`src/rtl/id_pkg.sv`:
```
// Shared decode definitions for the ID stage: opcodes, field positions,
// condition codes and the branch-condition evaluator.
package id_pkg;

    localparam int unsigned NUM_REGS = 8;
    localparam int unsigned DATA_W   = 32;
    localparam int unsigned REG_AW   = 3;

    localparam logic [6:0]  OP_B      = 7'b1100000;
    localparam logic [6:0]  OP_BCOND  = 7'b1100001;
    localparam logic [6:0]  OP_BR     = 7'b1100010;
    localparam logic [6:0]  OP_NOP    = 7'b1100100;
    localparam logic [31:0] NOP_INSTR = 32'hC8000000;

    localparam int unsigned OPC_LSB = 25;
    localparam int unsigned RD_LSB  = 22;
    localparam int unsigned RS1_LSB = 19;
    localparam int unsigned RS2_LSB = 16;
    localparam int unsigned IMM_LSB = 0;

    typedef enum logic [2:0] {
        COND_EQ = 3'b000,
        COND_NE = 3'b001,
        COND_LT = 3'b010,
        COND_GE = 3'b011,
        COND_CS = 3'b100,
        COND_CC = 3'b101,
        COND_MI = 3'b110,
        COND_AL = 3'b111
    } cond_e;

    // nzcv is packed {N,Z,C,V}
    function automatic logic cond_true(input logic [2:0] cond, input logic [3:0] nzcv);
        logic n, z, c, v;
        logic res;
        {n, z, c, v} = nzcv;
        res = 1'b0;
        case (cond_e'(cond))
            COND_EQ: res = z;
            COND_NE: res = !z;
            COND_LT: res = (n != v);
            COND_GE: res = (n == v);
            COND_CS: res = c;
            COND_CC: res = !c;
            COND_MI: res = n;
            COND_AL: res = 1'b1;
            default: res = 1'b0;
        endcase
        return res;
    endfunction

endpackage

```
`src/rtl/id_stage_if.sv`:
```
// Signal bundle between the ID stage and its neighbours (fetch, execute, writeback).
interface id_stage_if;
    import id_pkg::*;

    logic [31:0]       instruction_in;
    logic [3:0]        flags_nzcv;
    logic              write_enable;
    logic [REG_AW-1:0] write_addr;
    logic [DATA_W-1:0] write_value;
    logic [REG_AW-1:0] br_addr;
    logic [DATA_W-1:0] br_value;
    logic              b_cond;
    logic [15:0]       b_rel_addr;
    logic              ex_valid;
    logic [6:0]        ex_opcode;
    logic [REG_AW-1:0] ex_rd;
    logic [DATA_W-1:0] ex_op_a;
    logic [DATA_W-1:0] ex_op_b;
    logic [DATA_W-1:0] ex_imm;

    modport master (
        output instruction_in, flags_nzcv, write_enable, write_addr, write_value, br_addr,
        input  br_value, b_cond, b_rel_addr,
        input  ex_valid, ex_opcode, ex_rd, ex_op_a, ex_op_b, ex_imm
    );

    modport slave (
        input  instruction_in, flags_nzcv, write_enable, write_addr, write_value, br_addr,
        output br_value, b_cond, b_rel_addr,
        output ex_valid, ex_opcode, ex_rd, ex_op_a, ex_op_b, ex_imm
    );

endinterface

```
`src/rtl/id_regfile.sv`:
```
// 8x32 register file: one write port, two write-through read ports for
// operands, one raw read port for fetch's BR lookup.
module id_regfile
    import id_pkg::*;
(
    input  logic              clk,
    input  logic              rst_n,
    input  logic              we,
    input  logic [REG_AW-1:0] wa,
    input  logic [DATA_W-1:0] wd,
    input  logic [REG_AW-1:0] ra_a,
    input  logic [REG_AW-1:0] ra_b,
    input  logic [REG_AW-1:0] ra_raw,
    output logic [DATA_W-1:0] rd_a,
    output logic [DATA_W-1:0] rd_b,
    output logic [DATA_W-1:0] rd_raw
);

    logic [DATA_W-1:0] rf [NUM_REGS];

    always_ff @(posedge clk or negedge rst_n) begin
        if (!rst_n) begin
            for (int unsigned i = 0; i < NUM_REGS; i++) begin
                rf[i] <= '0;
            end
        end else if (we) begin
            rf[wa] <= wd;
        end
    end

    assign rd_a   = (we && (wa == ra_a)) ? wd : rf[ra_a];
    assign rd_b   = (we && (wa == ra_b)) ? wd : rf[ra_b];
    // Fetch applies its own bypass, so this port deliberately sees the old value.
    assign rd_raw = rf[ra_raw];

endmodule

```
`src/rtl/id_stage.sv`:
```
// Instruction decode stage: latches the fetched word, resolves B.cond,
// reads operands and drives the registered ID/EX bundle.
module id_stage
    import id_pkg::*;
(
    input  logic       clk,
    input  logic       rst_n,
    id_stage_if.slave  bus
);

    logic [31:0]       id_instr;
    logic [6:0]        opcode;
    logic [2:0]        cond;
    logic [REG_AW-1:0] rs1, rs2;
    logic [15:0]       imm16;
    logic              b_cond;
    logic              consumed;
    logic [DATA_W-1:0] op_a, op_b;

    logic              ex_valid_q;
    logic [6:0]        ex_opcode_q;
    logic [REG_AW-1:0] ex_rd_q;
    logic [DATA_W-1:0] ex_op_a_q, ex_op_b_q, ex_imm_q;

    assign opcode = id_instr[OPC_LSB +: 7];
    assign cond   = id_instr[RD_LSB  +: 3];
    assign rs1    = id_instr[RS1_LSB +: REG_AW];
    assign rs2    = id_instr[RS2_LSB +: REG_AW];
    assign imm16  = id_instr[IMM_LSB +: 16];

    // A taken branch replaces the wrong-path word with NOP, so it never evaluates.
    always_ff @(posedge clk or negedge rst_n) begin
        if (!rst_n) begin
            id_instr <= NOP_INSTR;
        end else begin
            id_instr <= b_cond ? NOP_INSTR : bus.instruction_in;
        end
    end

    always_comb begin
        b_cond   = (opcode == OP_BCOND) && cond_true(cond, bus.flags_nzcv);
        consumed = (opcode == OP_NOP) || (opcode == OP_B) ||
                   (opcode == OP_BR)  || (opcode == OP_BCOND);
    end

    id_regfile u_regfile (
        .clk    (clk),
        .rst_n  (rst_n),
        .we     (bus.write_enable),
        .wa     (bus.write_addr),
        .wd     (bus.write_value),
        .ra_a   (rs1),
        .ra_b   (rs2),
        .ra_raw (bus.br_addr),
        .rd_a   (op_a),
        .rd_b   (op_b),
        .rd_raw (bus.br_value)
    );

    always_ff @(posedge clk or negedge rst_n) begin
        if (!rst_n) begin
            ex_valid_q  <= 1'b0;
            ex_opcode_q <= '0;
            ex_rd_q     <= '0;
            ex_op_a_q   <= '0;
            ex_op_b_q   <= '0;
            ex_imm_q    <= '0;
        end else begin
            ex_valid_q  <= !consumed;
            ex_opcode_q <= opcode;
            ex_rd_q     <= id_instr[RD_LSB +: REG_AW];
            ex_op_a_q   <= op_a;
            ex_op_b_q   <= op_b;
            ex_imm_q    <= {{(DATA_W-16){imm16[15]}}, imm16};
        end
    end

    assign bus.b_cond     = b_cond;
    assign bus.b_rel_addr = b_cond ? imm16 : '0;
    assign bus.ex_valid   = ex_valid_q;
    assign bus.ex_opcode  = ex_opcode_q;
    assign bus.ex_rd      = ex_rd_q;
    assign bus.ex_op_a    = ex_op_a_q;
    assign bus.ex_op_b    = ex_op_b_q;
    assign bus.ex_imm     = ex_imm_q;

endmodule
```
`src/flat_wrapper.sv`:
```
// flat-port wrapper written by rule: the top's interface ports become plain ports
module id_stage_flat import id_pkg::*;
  (clk, rst_n, bus_instruction_in, bus_flags_nzcv, bus_write_enable, bus_write_addr, bus_write_value, bus_br_addr, bus_br_value, bus_b_cond, bus_b_rel_addr, bus_ex_valid, bus_ex_opcode, bus_ex_rd, bus_ex_op_a, bus_ex_op_b, bus_ex_imm);
  id_stage_if bus_i ();
  input  logic clk;
  input  logic rst_n;
  input wire logic [$bits(bus_i.instruction_in)-1:0] bus_instruction_in;
  input wire logic [$bits(bus_i.flags_nzcv)-1:0] bus_flags_nzcv;
  input wire logic [$bits(bus_i.write_enable)-1:0] bus_write_enable;
  input wire logic [$bits(bus_i.write_addr)-1:0] bus_write_addr;
  input wire logic [$bits(bus_i.write_value)-1:0] bus_write_value;
  input wire logic [$bits(bus_i.br_addr)-1:0] bus_br_addr;
  output wire logic [$bits(bus_i.br_value)-1:0] bus_br_value;
  output wire logic [$bits(bus_i.b_cond)-1:0] bus_b_cond;
  output wire logic [$bits(bus_i.b_rel_addr)-1:0] bus_b_rel_addr;
  output wire logic [$bits(bus_i.ex_valid)-1:0] bus_ex_valid;
  output wire logic [$bits(bus_i.ex_opcode)-1:0] bus_ex_opcode;
  output wire logic [$bits(bus_i.ex_rd)-1:0] bus_ex_rd;
  output wire logic [$bits(bus_i.ex_op_a)-1:0] bus_ex_op_a;
  output wire logic [$bits(bus_i.ex_op_b)-1:0] bus_ex_op_b;
  output wire logic [$bits(bus_i.ex_imm)-1:0] bus_ex_imm;
  assign bus_i.instruction_in = bus_instruction_in;
  assign bus_i.flags_nzcv = bus_flags_nzcv;
  assign bus_i.write_enable = bus_write_enable;
  assign bus_i.write_addr = bus_write_addr;
  assign bus_i.write_value = bus_write_value;
  assign bus_i.br_addr = bus_br_addr;
  assign bus_br_value = bus_i.br_value;
  assign bus_b_cond = bus_i.b_cond;
  assign bus_b_rel_addr = bus_i.b_rel_addr;
  assign bus_ex_valid = bus_i.ex_valid;
  assign bus_ex_opcode = bus_i.ex_opcode;
  assign bus_ex_rd = bus_i.ex_rd;
  assign bus_ex_op_a = bus_i.ex_op_a;
  assign bus_ex_op_b = bus_i.ex_op_b;
  assign bus_ex_imm = bus_i.ex_imm;
  id_stage u_core (.clk(clk), .rst_n(rst_n), .bus(bus_i));
endmodule
```
`config.mk`:
```
export PLATFORM = sky130hd
export DESIGN_NAME = id_stage_flat
export DESIGN_NICKNAME = d
export VERILOG_FILES = /design/src/rtl/id_pkg.sv /design/src/rtl/id_stage_if.sv /design/src/rtl/id_regfile.sv /design/src/rtl/id_stage.sv /design/src/flat_wrapper.sv
export SDC_FILE = /design/constraint.sdc
export NUM_CORES = 1
export LEC_CHECK = 0
export CAP_MARGIN = 20
export CORE_MARGIN = 5
export CORE_UTILIZATION = 35
export DETAILED_ROUTE_END_ITERATION = 10
export PLACE_DENSITY = 0.52
export SLEW_MARGIN = 10
export SYNTH_ARGS = -nofsm -noshare
export SYNTH_HDL_FRONTEND = slang
export SYNTH_SLANG_ARGS = --single-unit
```
`constraint.sdc`:
```
create_clock -name clk -period 4.3 [get_ports clk]
set_input_delay 0.645 -clock clk [delete_from_list [all_inputs] [get_ports clk]]
set_output_delay 0.645 -clock clk [all_outputs]
set_load 0.005 [all_outputs]
```
# ---- Word-level counts from Yosys, hierarchy flattened
# Index checks and enable logic that the tools add are counted.
dict set report totals {
  register_bits 379
  inputBits 77
  out_inout_bits 156
  elab_cells 67
}
dict set report classes {
  n_lt_le_gt_ge 5
  n_eq_ne 15
  muxes 17
  n_bitwise 4
  reduce_logical 11
}
# operator count
set ops {}
lappend ops {{$mux 32} 10}
lappend ops {{$bmux 32 s3} 3}
lappend ops {{$bwmux 256} 1}
lappend ops {{$demux 32 s3} 1}
lappend ops {{$eq 7x7->1 const B} 4}
lappend ops {{$ge 4x4->1 const B} 4}
lappend ops {{$mux 16} 1}
lappend ops {{$not 3->4} 4}
lappend ops {{$eq 3x3->1 const B} 4}
lappend ops {{$pmux 1 s8} 1}
lappend ops {{$eq 3x2->1 const B} 2}
lappend ops {{$eq 3x3->1} 2}
lappend ops {{$logic_and 1x1->1} 4}
lappend ops {{$lt 4x1->1 const B} 1}
lappend ops {{$eq 3x1->1 const B} 1}
lappend ops {{$logic_not 1->1} 3}
lappend ops {{$logic_not 3->1} 1}
lappend ops {{$logic_or 1x1->1} 3}
lappend ops {{$eq 1x1->1} 1}
lappend ops {{$ne 1x1->1} 1}

# ---- Logic depth before layout (Yosys ltp)
# Gate-level depths: netlist of run 1.
dict set report logic_depth {
  ltp_word 6
  ltp_mapped 6
  ltp_nobuf 5
}

# ---- By module
# From an unflattened synthesis of run 1, not the netlist that was laid out.
dict set report hier_totals {
  hier_cells 1209
  hier_area_um2 20241.9
}
# module n_inst cells_per_inst area_per_inst_um2 seq_area_each_um2
set modules_own_cells {}
lappend modules_own_cells {id_regfile 1 1002 16578.4 6406.1}
lappend modules_own_cells {id_stage 1 207 3663.5 3081.7}

# ---- Worst setup path before layout of run 1
# OpenSTA, ideal clock, no wires.
dict set report synth_path {
  kind {input port to output port}
  startpoint {in bus_br_addr[0]}
  endpoint {out bus_br_value[0]}
  arrival_ns 1.735
  t_required_ns 3.655
  path_slack_ns 1.920
  path_stages 4
  path_buffers 2
  cell_sequence {buf_6 > buf_6 > mux4_1 > mux2_2}
}
dict set report synth_via {
  elab_chain_len 4
}
# item line
set synth_lines {}
lappend synth_lines {{start, declared} flat_wrapper.sv:12} ;# input wire logic [$bits(bus_i.br_addr)-1:0] bus_br_addr;
lappend synth_lines {{$not 3->4 (not written as such)} id_regfile.sv:34} ;# assign rd_raw = rf[ra_raw];
lappend synth_lines {{$bmux 32 s3} id_regfile.sv:34}
lappend synth_lines {{$mux 32 (not written as such) (2 in series)} id_regfile.sv:34}
lappend synth_lines {{end, declared} flat_wrapper.sv:13} ;# output wire logic [$bits(bus_i.br_value)-1:0] bus_br_value;
# No other way between the ends. The select of a mux whose other input is x is not followed.

# ---- Final worst setup path of run 1
dict set report layout_path {
  startpoint {reg u_core.id_instr[30]}
  endpoint {out bus_b_rel_addr[3]}
}
dict set report layout_via {
  elab_chain_len 3
}
# item line
set layout_lines {}
lappend layout_lines {{start, declared} id_stage.sv:11} ;# logic [31:0] id_instr;
lappend layout_lines {{start signal, assigned} id_stage.sv:36} ;# id_instr <= b_cond ? NOP_INSTR : bus.instruction_in;
lappend layout_lines {{$eq 7x7->1} id_stage.sv:41} ;# b_cond = (opcode == OP_BCOND) && cond_true(cond, bus.flags_nzcv);
lappend layout_lines {{$logic_and 1x1->1} id_stage.sv:41}
lappend layout_lines {{$mux 16} id_stage.sv:79} ;# assign bus.b_rel_addr = b_cond ? imm16 : '0;
lappend layout_lines {{end, declared} flat_wrapper.sv:15} ;# output wire logic [$bits(bus_i.b_rel_addr)-1:0] bus_b_rel_addr;
# No other way between the ends.

==> results.md, run 1 <==
- Worst Path Max Fanout: 17
- Initial antenna violation count: 6
- Top Ports: 233
- Drt first pass iters: 4
- Skew final: 20.3 ps
- Met3 Track Usage GR: 4.36%
- Met1 Use GR: 25.2%
- Detailed Place HPWL: 34.0 mm
- Most common cell after layout, fill and taps aside: dfrtp_1
- Dominant cell type by area after synthesis: dfrtp_1
- Syn Area/Cell: 15.6 um2
- Worst Setup SP: u_core.id_instr[30]
- DRT Wirelength: 55.5 mm
- Post-layout util: 43.4%
- Gr ovfl total: 0
- RSZ-0062 raised after global routing: false
- Fin. Hold Viols: 0
- Vias in the first global route: 13,100
- Hold Buf Count CTS: 0
- Synthesized cell area: 19,900 um2
- Crit path largest cell delay: 520 ps
- Via count: 12,000
- Setup Crit Path Kind: reg2out
- Fin Setup TNS: 0 ps
- Routed Antenna Nets: 0
- Power Dens Cells: 489 nW/um2
- Root Buffer: clkbuf_16
- Drc violations: 0
- Clock Tree Buf Depth: 3
- Sequential-to-total area share from yosys stat: 47.6%
- Pin count of the biggest net entering global routing: 96
- Clock transition at path regs: 60 ps
- Worst-Margin Slew: 893 ps
- Req. time, crit path: 3650 ps
- R2R depth: 4
- Final Wtd Congestion: 0.770
- Distinct cell type count after synthesis: 31
- TritonCTS buffer count: 45
- CTS tree: yes
- Crit end category: output pin
- Crit path DAT: 2760 ps
- Synthesis Warnings: 0
- Average wire per standard cell: 24.7 um
- Total GRT Usage: 17.8%
- Top cells by area, synth: dfrtp_1 (47%), mux2_2 (16%), mux4_2 (14%)
- Clk Latency, worst-skew pair: 570 ps
- Most frequent cells in the layout: dfrtp_1 (370), mux2_2 (284), clkdlybuf4s50_1 (228)
- Flop and latch count out of synthesis: 379
- Die height: 249 um
- Worst-path cell chain: nor4bb_1, and3_1, o211ai_2, inv_2, and2_1, clkdlybuf4s50_1
- Status: completed
- Area delta synth->final: 22.6%
- # Max-Cap Violations: 0
- Slowest-stage cell, CP: dfstp_2
- FP Rows: 87
- CTS Sinks: 379
- Nets: 1,530
- Setup bufs post-CTS: 0
- Met2 GRT Util: 28.1%
- Worst Setup Start Kind: register
- Minimum clock period: 3410 ps
- GRT busiest layer: met2
- Hold/Removal Path Class: in2async
- Post-DR vias/cell: 5.35
- Fmax: 293 MHz
- Die ar.: 61,900 um2
- Slew Viols, Final: 0
- IO Port Bufs: 232
- H-tree depth: 2
- Worst vdd ir: 284 uV
- Post-cts sizing count: 0
- Design Area, Final: 24,500 um2
- Syn nets: 1,356
- Synth Instances: 1,279
- Reg2reg start: u_core.id_instr[16]
- Tcrit/Tclk final: 79.3%
- Critical R2R Capture: u_core.bus.ex_op_b[14]
- Slew margin rel.: 40.5%
- Share of cells above drive strength 1: 37.1%
- Setup violations, final: 0
- Drt first-iter violations: 749
- Core area: 56,400 um2
- R2R setup slack: 1840 ps
- Placement Cell Area: 22,800 um2
- Leak: 0.0101 uW
- Die width: 249 um
- Initial Utilization: 35.4%
- Post-synth top area share: 47.2%
- First-pass GRT wire length: 85.5 mm
-- cells in the mapped netlist, drive strengths merged --
library cell,n
dfrtp,376
buf,99
mux2i,67
nand2b,5
nand4b,3
nor4bb,1
o211ai,1
mux4,192
xnor2,7
nand4,3
o21ai,2
and3,1
nor2,66
dfstp,3
a21oi,65
nor3b,2
and2,45
inv,1
mux2,288
nand2,2
clkbuf,47
nor3,2
nor2b,1
-- cells by family after synthesis --
group	after synthesis	synth area share (%)
AO/OA/AOI/OAI	68	1.74
XOR/XNOR	7	0.307
buffers and inverters	147	4.33
flip-flops	379	47.6
multiplexers	547	42.5
AND/OR/NAND/NOR	131	3.54
-- worst max path at each step --
stage	to	slack (ps)	cells after the start
after CTS	bus_b_rel_addr[3]	780	6
after global placement	bus_b_rel_addr[14]	1100	7
after floorplan	bus_br_value[0]	1920	4
final	bus_b_rel_addr[3]	890	6
after global routing	bus_b_rel_addr[1]	620	6
after detailed placement	bus_b_rel_addr[7]	1080	7
-- registers in the layout, indices dropped and copies added, names as in the netlist --
name,cells
u_core.bus.ex_imm,16
u_core.bus.ex_op_a,32
u_core.bus.ex_op_b,32
u_core.bus.ex_opcode,7
u_core.bus.ex_rd,3
u_core.bus.ex_valid,1
u_core.id_instr,32
u_core.u_regfile.rf,256
-- metal layers --
layer,up-vias,part of all wire [%]
met4,10,2.0
met3,79,5.6
met5,-,0.13
met1,6317,45
li1,5239,-
met2,366,47
-- critical path, delay by kind of cell, from the launching register on --
kind | cells | cell delay, ps
AOI/OAI and AO/OA | 1 | 110
buffers and inverters | 2 | 730
DFF | 1 | 520
and+or+nand+nor | 3 | 830
-- report_power, final --
| part | switching [uW] | internal [uW] |
|---|---|---|
| clock network | 1540 | 2670 |
| registers | 626 | 4310 |
| logic | 931 | 1890 |
| total | 3100 | 8870 |
-- through the flow --
step | total power [uW] | setup WS (ps) | cells | hold slack [ps]
2_1_floorplan | 6550 | 1920 | 1279 | 346
3_3_place_gp | 7780 | 1100 | 2162 | 358
3_5_place_dp | 7840 | 1080 | 2162 | 355
4_1_cts | 12200 | 780 | 2244 | 108
5_1_grt | 12600 | 624 | 2245 | 152
6_report | 12000 | 891 | 2245 | 106
-- layout make-up --
class	count	area, um2
well taps	756	946
clock buffers	59	1300
multi-input cells	753	9600
fillers	5179	31900
clock inverters	23	359
flip-flops and latches	379	9500
diodes	1	2.50
repair buffers	273	2750
inverters	1	3.75
Power figures use the tool's default switching activity.
==> inputs of run 2 (changes only) <==
==> constraint.sdc (replaced) <==
create_clock -name clk -period 3.4 [get_ports clk]
set_input_delay 0.51 -clock clk [delete_from_list [all_inputs] [get_ports clk]]
set_output_delay 0.51 -clock clk [all_outputs]
set_load 0.005 [all_outputs]
==> run 2 against run 1 <==
Worst hold slack gained 260 ps. Register-to-register slack worse by 670 ps. Non-clock buffer count up 15. Utilization up 0.082 points. Sequential power grew 26%. Clock-buffer cell count increased by 10. Clock skew grew 2.3 ps. Critical path type unchanged. Critical endpoint is now bus_b_rel_addr[6]. Highest routed layer unchanged.
==> results.md, run 2 (synthesis gave the netlist of run 1 again) <==
- Status: completed
- Minimum clock period: 3170 ps
- Slew Viols, Final: 0 (unchanged)
- Drc violations: 0 (unchanged)
- Routed met1 length: 23.6 mm (-5.9%)
- # Max-Cap Violations: 0 (unchanged)
- Drt first pass iters: 5 (+1)
- Largest register FFs: 256 (unchanged)
- Reg2reg start: u_core.id_instr[16]
- Via count: 12,300 (+2.1%)
- CTS tree: yes
- Worst Setup SP: u_core.id_instr[30]
- First-pass GRT wire length: 86.2 mm (+0.73%)
- Crit end category: output pin
- Pin count of the biggest net entering global routing: 99 (+3.1%)
- Initial antenna violation count: 6 (unchanged)
- Multi-input logic area: 9600 um2 (unchanged)
- Most common cell after layout, fill and taps aside: dfrtp_1
- Die ar.: 61,900 um2 (unchanged)
- Final Wtd Congestion: 0.745 (-3.3%)
- Most frequent cells in the layout: dfrtp_1 (370), mux2_2 (284), clkdlybuf4s50_1 (228)
- Core area: 56,400 um2 (unchanged)
- Power Dens Cells: 609 nW/um2 (+25%)
- IO Port Bufs: 232 (unchanged)
- TritonCTS buffer count: 47 (+4.4%)
- Root Buffer: clkbuf_16
- CTS Sinks: 379 (unchanged)
- Hold path startpoint: u_core.id_instr[15]
- Crit path largest cell delay: 520 ps (about the same)
- Reg area: 9500 um2 (unchanged)
- Post-layout util: 43.5% (+0.082 points)
- Post-DR vias/cell: 5.42 (+1.3%)
- Setup violations, final: 0 (unchanged)
- Worst Setup Start Kind: register
- Placed Cells: 2,176 (+0.65%)
- Largest register by flop count: u_core.u_regfile.rf
- Average wire per standard cell: 24.6 um (-0.34%)
- Drt first-iter violations: 839 (+12%)
- Total GRT Usage: 17.9% (+0.083 points)
- Fin Setup TNS: 0 ps (unchanged)
- Setup Crit Path Kind: reg2out
- Met2 Routed Length: 26.9 mm (+3.2%)
- Die width: 249 um (unchanged)
- Clock transition at path regs: 50 ps (about the same)
- Detailed Place HPWL: 34.2 mm (+0.67%)
- Fin. Hold Viols: 0 (unchanged)
- H-tree depth: 2 (unchanged)
- Gr ovfl total: 0 (unchanged)
- Area delta synth->final: 22.9%
- Leak: 0.0101 uW (+0.36%)
- Die height: 249 um (unchanged)
- Critical R2R Capture: u_core.bus.ex_op_b[20]
- DR top layer: met5
- Slowest-stage cell, CP: dfstp_2
- DRT Wirelength: 55.7 mm (+0.46%)
- Clk Latency, worst-skew pair: 570 ps (about the same)
- Nets: 1,547 (+1.1%)
- R2R setup slack: 1170 ps (-670 ps)
- FP Rows: 87 (unchanged)
- Initial Utilization: 35.4% (unchanged)
- Worst Path Max Fanout: 17 (unchanged)
- Req. time, crit path: 2890 ps (-760 ps)
- Fill count: 5,124 (-1.1%)
- Fin cells: 2,263 (+0.80%)
- Fmax: 315 MHz
- Clock Tree Buf Depth: 3 (unchanged)
- Hold/Removal Path Class: reg2reg
- Slew margin rel.: 41.1% (+0.65 points)
- Total power: 14,900 uW (+25%)
- Critical Path Sink: bus_b_rel_addr[6]
- Final worst slack: 228 ps (-663 ps)
- Top Ports: 233 (unchanged)
- Worst-Margin Slew: 883 ps (-9.73 ps)
- Setup bufs post-CTS: 0 (unchanged)
- Worst-path cell chain: nor4bb_1, and3_1, o211ai_2, inv_4, and2_1, clkdlybuf4s50_1
- Tcrit/Tclk final: 93.3%
- Routed Antenna Nets: 0 (unchanged)
- RSZ-0062 raised after global routing: false
- Met3 WL: 4.01 mm (+29%)
- Worst vdd ir: 305 uV (+7.4%)
- Share of cells above drive strength 1: 37.1% (-0.045 points)
- DP Worst Slack: 407 ps (-672 ps)
- R2R depth: 4 (unchanged)
- Vias in the first global route: 13,300 (+1.5%)
- Skew final: 22.6 ps (+2.30 ps)
- Crit path DAT: 2660 ps (-100 ps)
run 2: cell types whose count changed in the layout (fill, tap and decap cells not counted), sizes merged:
cell         delta
clkinv          -3
dlygate4sd3     +1
inv             +1
clkbuf         +10
buf            +14
bufinv          -3
clkinvlp        -2
run 2: worst max-delay path, delay by kind of cell, from the launching register on:
family          cells  cell delay (ps)
flops               1              520
compound gates      1              130
simple gates        3              770
buf+inv             2              670
run 2: power breakdown:
| group | switching (uW) | leakage [uW] | internal [uW] |
|---|---|---|---|
| Sequential | 766 | 0.00451 | 5460 |
| Clock | 1930 | 0.000774 | 3170 |
| Combinational | 1200 | 0.00480 | 2400 |
| Total | 3900 | 0.0101 | 11000 |
run 2: area by class of cell:
class                   count  area share [%]
flip-flops and latches    379            38.8
inverters                   1          0.0255
clock inverters            16           0.965
repair buffers            288            11.7
well taps                 756            3.86
diodes                      1          0.0102
clock buffers              69            5.46
multi-input cells         753            39.2
run 2: metal layers:
layer  track usage, %  up-vias
met1             23.7     6533
met5                0        -
met2             29.2      358
met4             3.75       10
met3             5.69       92
li1                 -     5269
run 2: worst min path at each step:
| stage | endpoint | slack (ps) | cells after the start |
|---|---|---|---|
| 2_1_floorplan | u_core.bus.ex_imm[0] | 210 | 0 |
| 3_3_place_gp | u_core.bus.ex_imm[15] | 360 | 0 |
| 3_5_place_dp | u_core.bus.ex_imm[6] | 350 | 0 |
| 4_1_cts | u_core.bus.ex_imm[6] | 360 | 0 |
| 5_1_grt | u_core.bus.ex_imm[13] | 380 | 0 |
| 6_report | u_core.bus.ex_imm[15] | 370 | 0 |
run 2: repair_timing:
action / 4_1_cts / 5_1_grt
gates resized for setup: 0 / 1
endpoints found under the setup margin: 0 / 16
hold buffers: 1 / 0
hold endpoints to repair: 4 / 0
run 2: metrics by stage:
step	hold WS, ps	cell area (um2)
final	366	24500
after detailed placement	353	22900
after global placement	360	22900
after CTS	364	24500
after floorplan	214	19900
after global routing	378	24500
==> inputs of run 3 (changes only) <==
--- a/config.mk
+++ b/config.mk
@@ -8,9 +8,10 @@
 export CAP_MARGIN = 20
 export CORE_MARGIN = 5
 export CORE_UTILIZATION = 35
+export CTS_CLUSTER_SIZE = 16
 export DETAILED_ROUTE_END_ITERATION = 10
+export MAX_ROUTING_LAYER = met4
 export PLACE_DENSITY = 0.52
-export SLEW_MARGIN = 10
 export SYNTH_ARGS = -nofsm -noshare
 export SYNTH_HDL_FRONTEND = slang
 export SYNTH_SLANG_ARGS = --single-unit
==> run 3 against run 2 <==
Largest power group unchanged. Wire length shrank 0.17%. Largest cell class unchanged. Critical path type unchanged. Setup slack worse by 9.7 ps. Clock skew up 2.6 ps.
==> results.md, run 3 (synthesis gave the netlist of run 1 again) <==
- # Max-Cap Violations: 0 (unchanged)
- Power Dens Cells: 609 nW/um2 (about the same)
- Setup Crit Path Kind: reg2out
- Fin Setup TNS: 0 ps (unchanged)
- First-pass GRT wire length: 86.1 mm (-0.11%)
- Worst Setup SP: u_core.id_instr[30]
- Share of cells above drive strength 1: 37.1% (unchanged)
- Gr ovfl total: 0 (unchanged)
- Initial Utilization: 35.4% (unchanged)
- Worst Setup Start Kind: register
- Drc violations: 0 (unchanged)
- Pin count of the biggest net entering global routing: 99 (unchanged)
- CTS Sinks: 379 (unchanged)
- Core area: 56,400 um2 (unchanged)
- Die width: 249 um (unchanged)
- Total GRT Usage: 18.4% (+0.53 points)
- Clock transition at path regs: 50 ps (about the same)
- Area delta synth->final: 22.9% (about the same)
- Final Wtd Congestion: 0.755 (+1.3%)
- Most common cell after layout, fill and taps aside: dfrtp_1
- Fill count: 5,124 (unchanged)
- Clk Latency, worst-skew pair: 580 ps (about the same)
- DRT Wirelength: 55.6 mm (-0.17%)
- Design Area, Final: 24,500 um2 (about the same)
- Most frequent cells in the layout: dfrtp_1 (370), mux2_2 (284), clkdlybuf4s50_1 (228)
- Crit end category: output pin
- Worst hold slack: 364 ps (-2.43 ps)
- Minimum clock period: 3180 ps (+9.69 ps)
- Hold path startpoint: u_core.id_instr[6]
- Skew final: 25.1 ps (+2.55 ps)
- Fin cells: 2,268 (+0.22%)
- Largest register by flop count: u_core.u_regfile.rf
- Placed Cells: 2,176 (unchanged)
- Root Buffer: clkbuf_16
- IO Port Bufs: 232 (unchanged)
- RSZ-0062 raised after global routing: false
- Slew Viols, Final: 0 (unchanged)
- Worst-Margin Slew: 897 ps (+14.0 ps)
- Largest register FFs: 256 (unchanged)
- Fmax: 314 MHz (-0.30%)
- Placement Cell Area: 22,900 um2 (unchanged)
- Status: completed
- Nets: 1,547 (unchanged)
- Slew margin rel.: 40.2% (-0.93 points)
- Average wire per standard cell: 24.5 um (-0.39%)
- Via count: 12,300 (-0.016%)
- Die ar.: 61,900 um2 (unchanged)
- Vias in the first global route: 13,300 (+0.20%)
- Crit path DAT: 2670 ps (about the same)
- Die height: 249 um (unchanged)
- Worst Path Max Fanout: 17 (unchanged)
- Hold/Removal Path Class: reg2reg
- Worst vdd ir: 306 uV (+0.43%)
- Req. time, crit path: 2890 ps (about the same)
- CTS tree: yes
- Initial antenna violation count: 6 (unchanged)
- Setup violations, final: 0 (unchanged)
- Fin. Hold Viols: 0 (unchanged)
- Drt first-iter violations: 827 (-1.4%)
- Clock Tree Buf Depth: 3 (unchanged)
- Routed Antenna Nets: 0 (unchanged)
- Post-DR vias/cell: 5.41 (-0.24%)
- Reg2reg start: u_core.id_instr[16]
- TritonCTS buffer count: 47 (unchanged)
- Top Ports: 233 (unchanged)
- Tcrit/Tclk final: 93.6% (+0.29 points)
- Post-layout util: 43.5% (about the same)
- Detailed Place HPWL: 34.2 mm (unchanged)
- H-tree depth: 2 (unchanged)
- FP Rows: 87 (unchanged)
- Leak: 0.0101 uW (unchanged)
- Drt first pass iters: 6 (+1)
run 3: cell types whose count changed in the layout (fill, tap and decap cells not counted), sizes merged:
cell	delta
diode	+5
run 3: final timing paths:
kind	cells past startpoint	to	slack [ps]
setup / recovery	6	bus_b_rel_addr[1]	220
hold / removal	0	u_core.bus.ex_imm[6]	360
setup reg to reg	4	u_core.bus.ex_op_b[20]	1170
hold reg to reg	0	u_core.bus.ex_imm[6]	360
max in group asynchronous	3	u_core.bus.ex_op_b[18]	1700
min in group asynchronous	2	u_core.id_instr[2]	540
run 3: where the power goes:
part	total (uW)	internal, uW	switching, uW
clock	5100	3170	1930
sequential	6230	5460	767
combinational	3600	2400	1200
run 3: layout make-up:
cell class	count	area, um2	share of cell area, %
Multi-Input combinational cell	753	9600	39.2
Sequential cell	379	9500	38.8
Timing Repair Buffer	288	2880	11.7
Clock buffer	69	1340	5.46
Tap cell	756	946	3.86
Clock inverter	16	236	0.964
Antenna cell	6	15.0	0.0612
Inverter	1	6.26	0.0255
run 3: layer usage:
layer	vias up	wire length [um]	part of all wire, %	global-route usage (%)
met5	-	0	0	-
met4	0	1070	1.9	3.75
met3	81	3820	6.9	5.38
met2	368	26900	48	29.2
met1	6532	23900	43	23.9
li1	5279	-	-	-
run 3: metrics by stage:
stage	power (uW)	setup slack (ps)
finish	14900	218
detailed placement	9930	407
CTS	15200	37.2
global placement	9870	469
floorplan	8280	1290
global route	15700	14.6
run 3: critical path: stages, from the launching register on:
cell	delay, ps
dfstp_2	520
nor4bb_1	350
and3_1	270
o211ai_2	130
inv_4	170
and2_1	160
clkdlybuf4s50_1	510
run 3: timing repair:
| action | CTS | global route |
|---|---|---|
| gates resized for setup | 0 | 1 |
| buffers inserted | 0 | 0 |
| hold endpoints to repair | 4 | 0 |
| endpoints found under the setup margin | 0 | 16 |
| hold buffers | 1 | 0 |
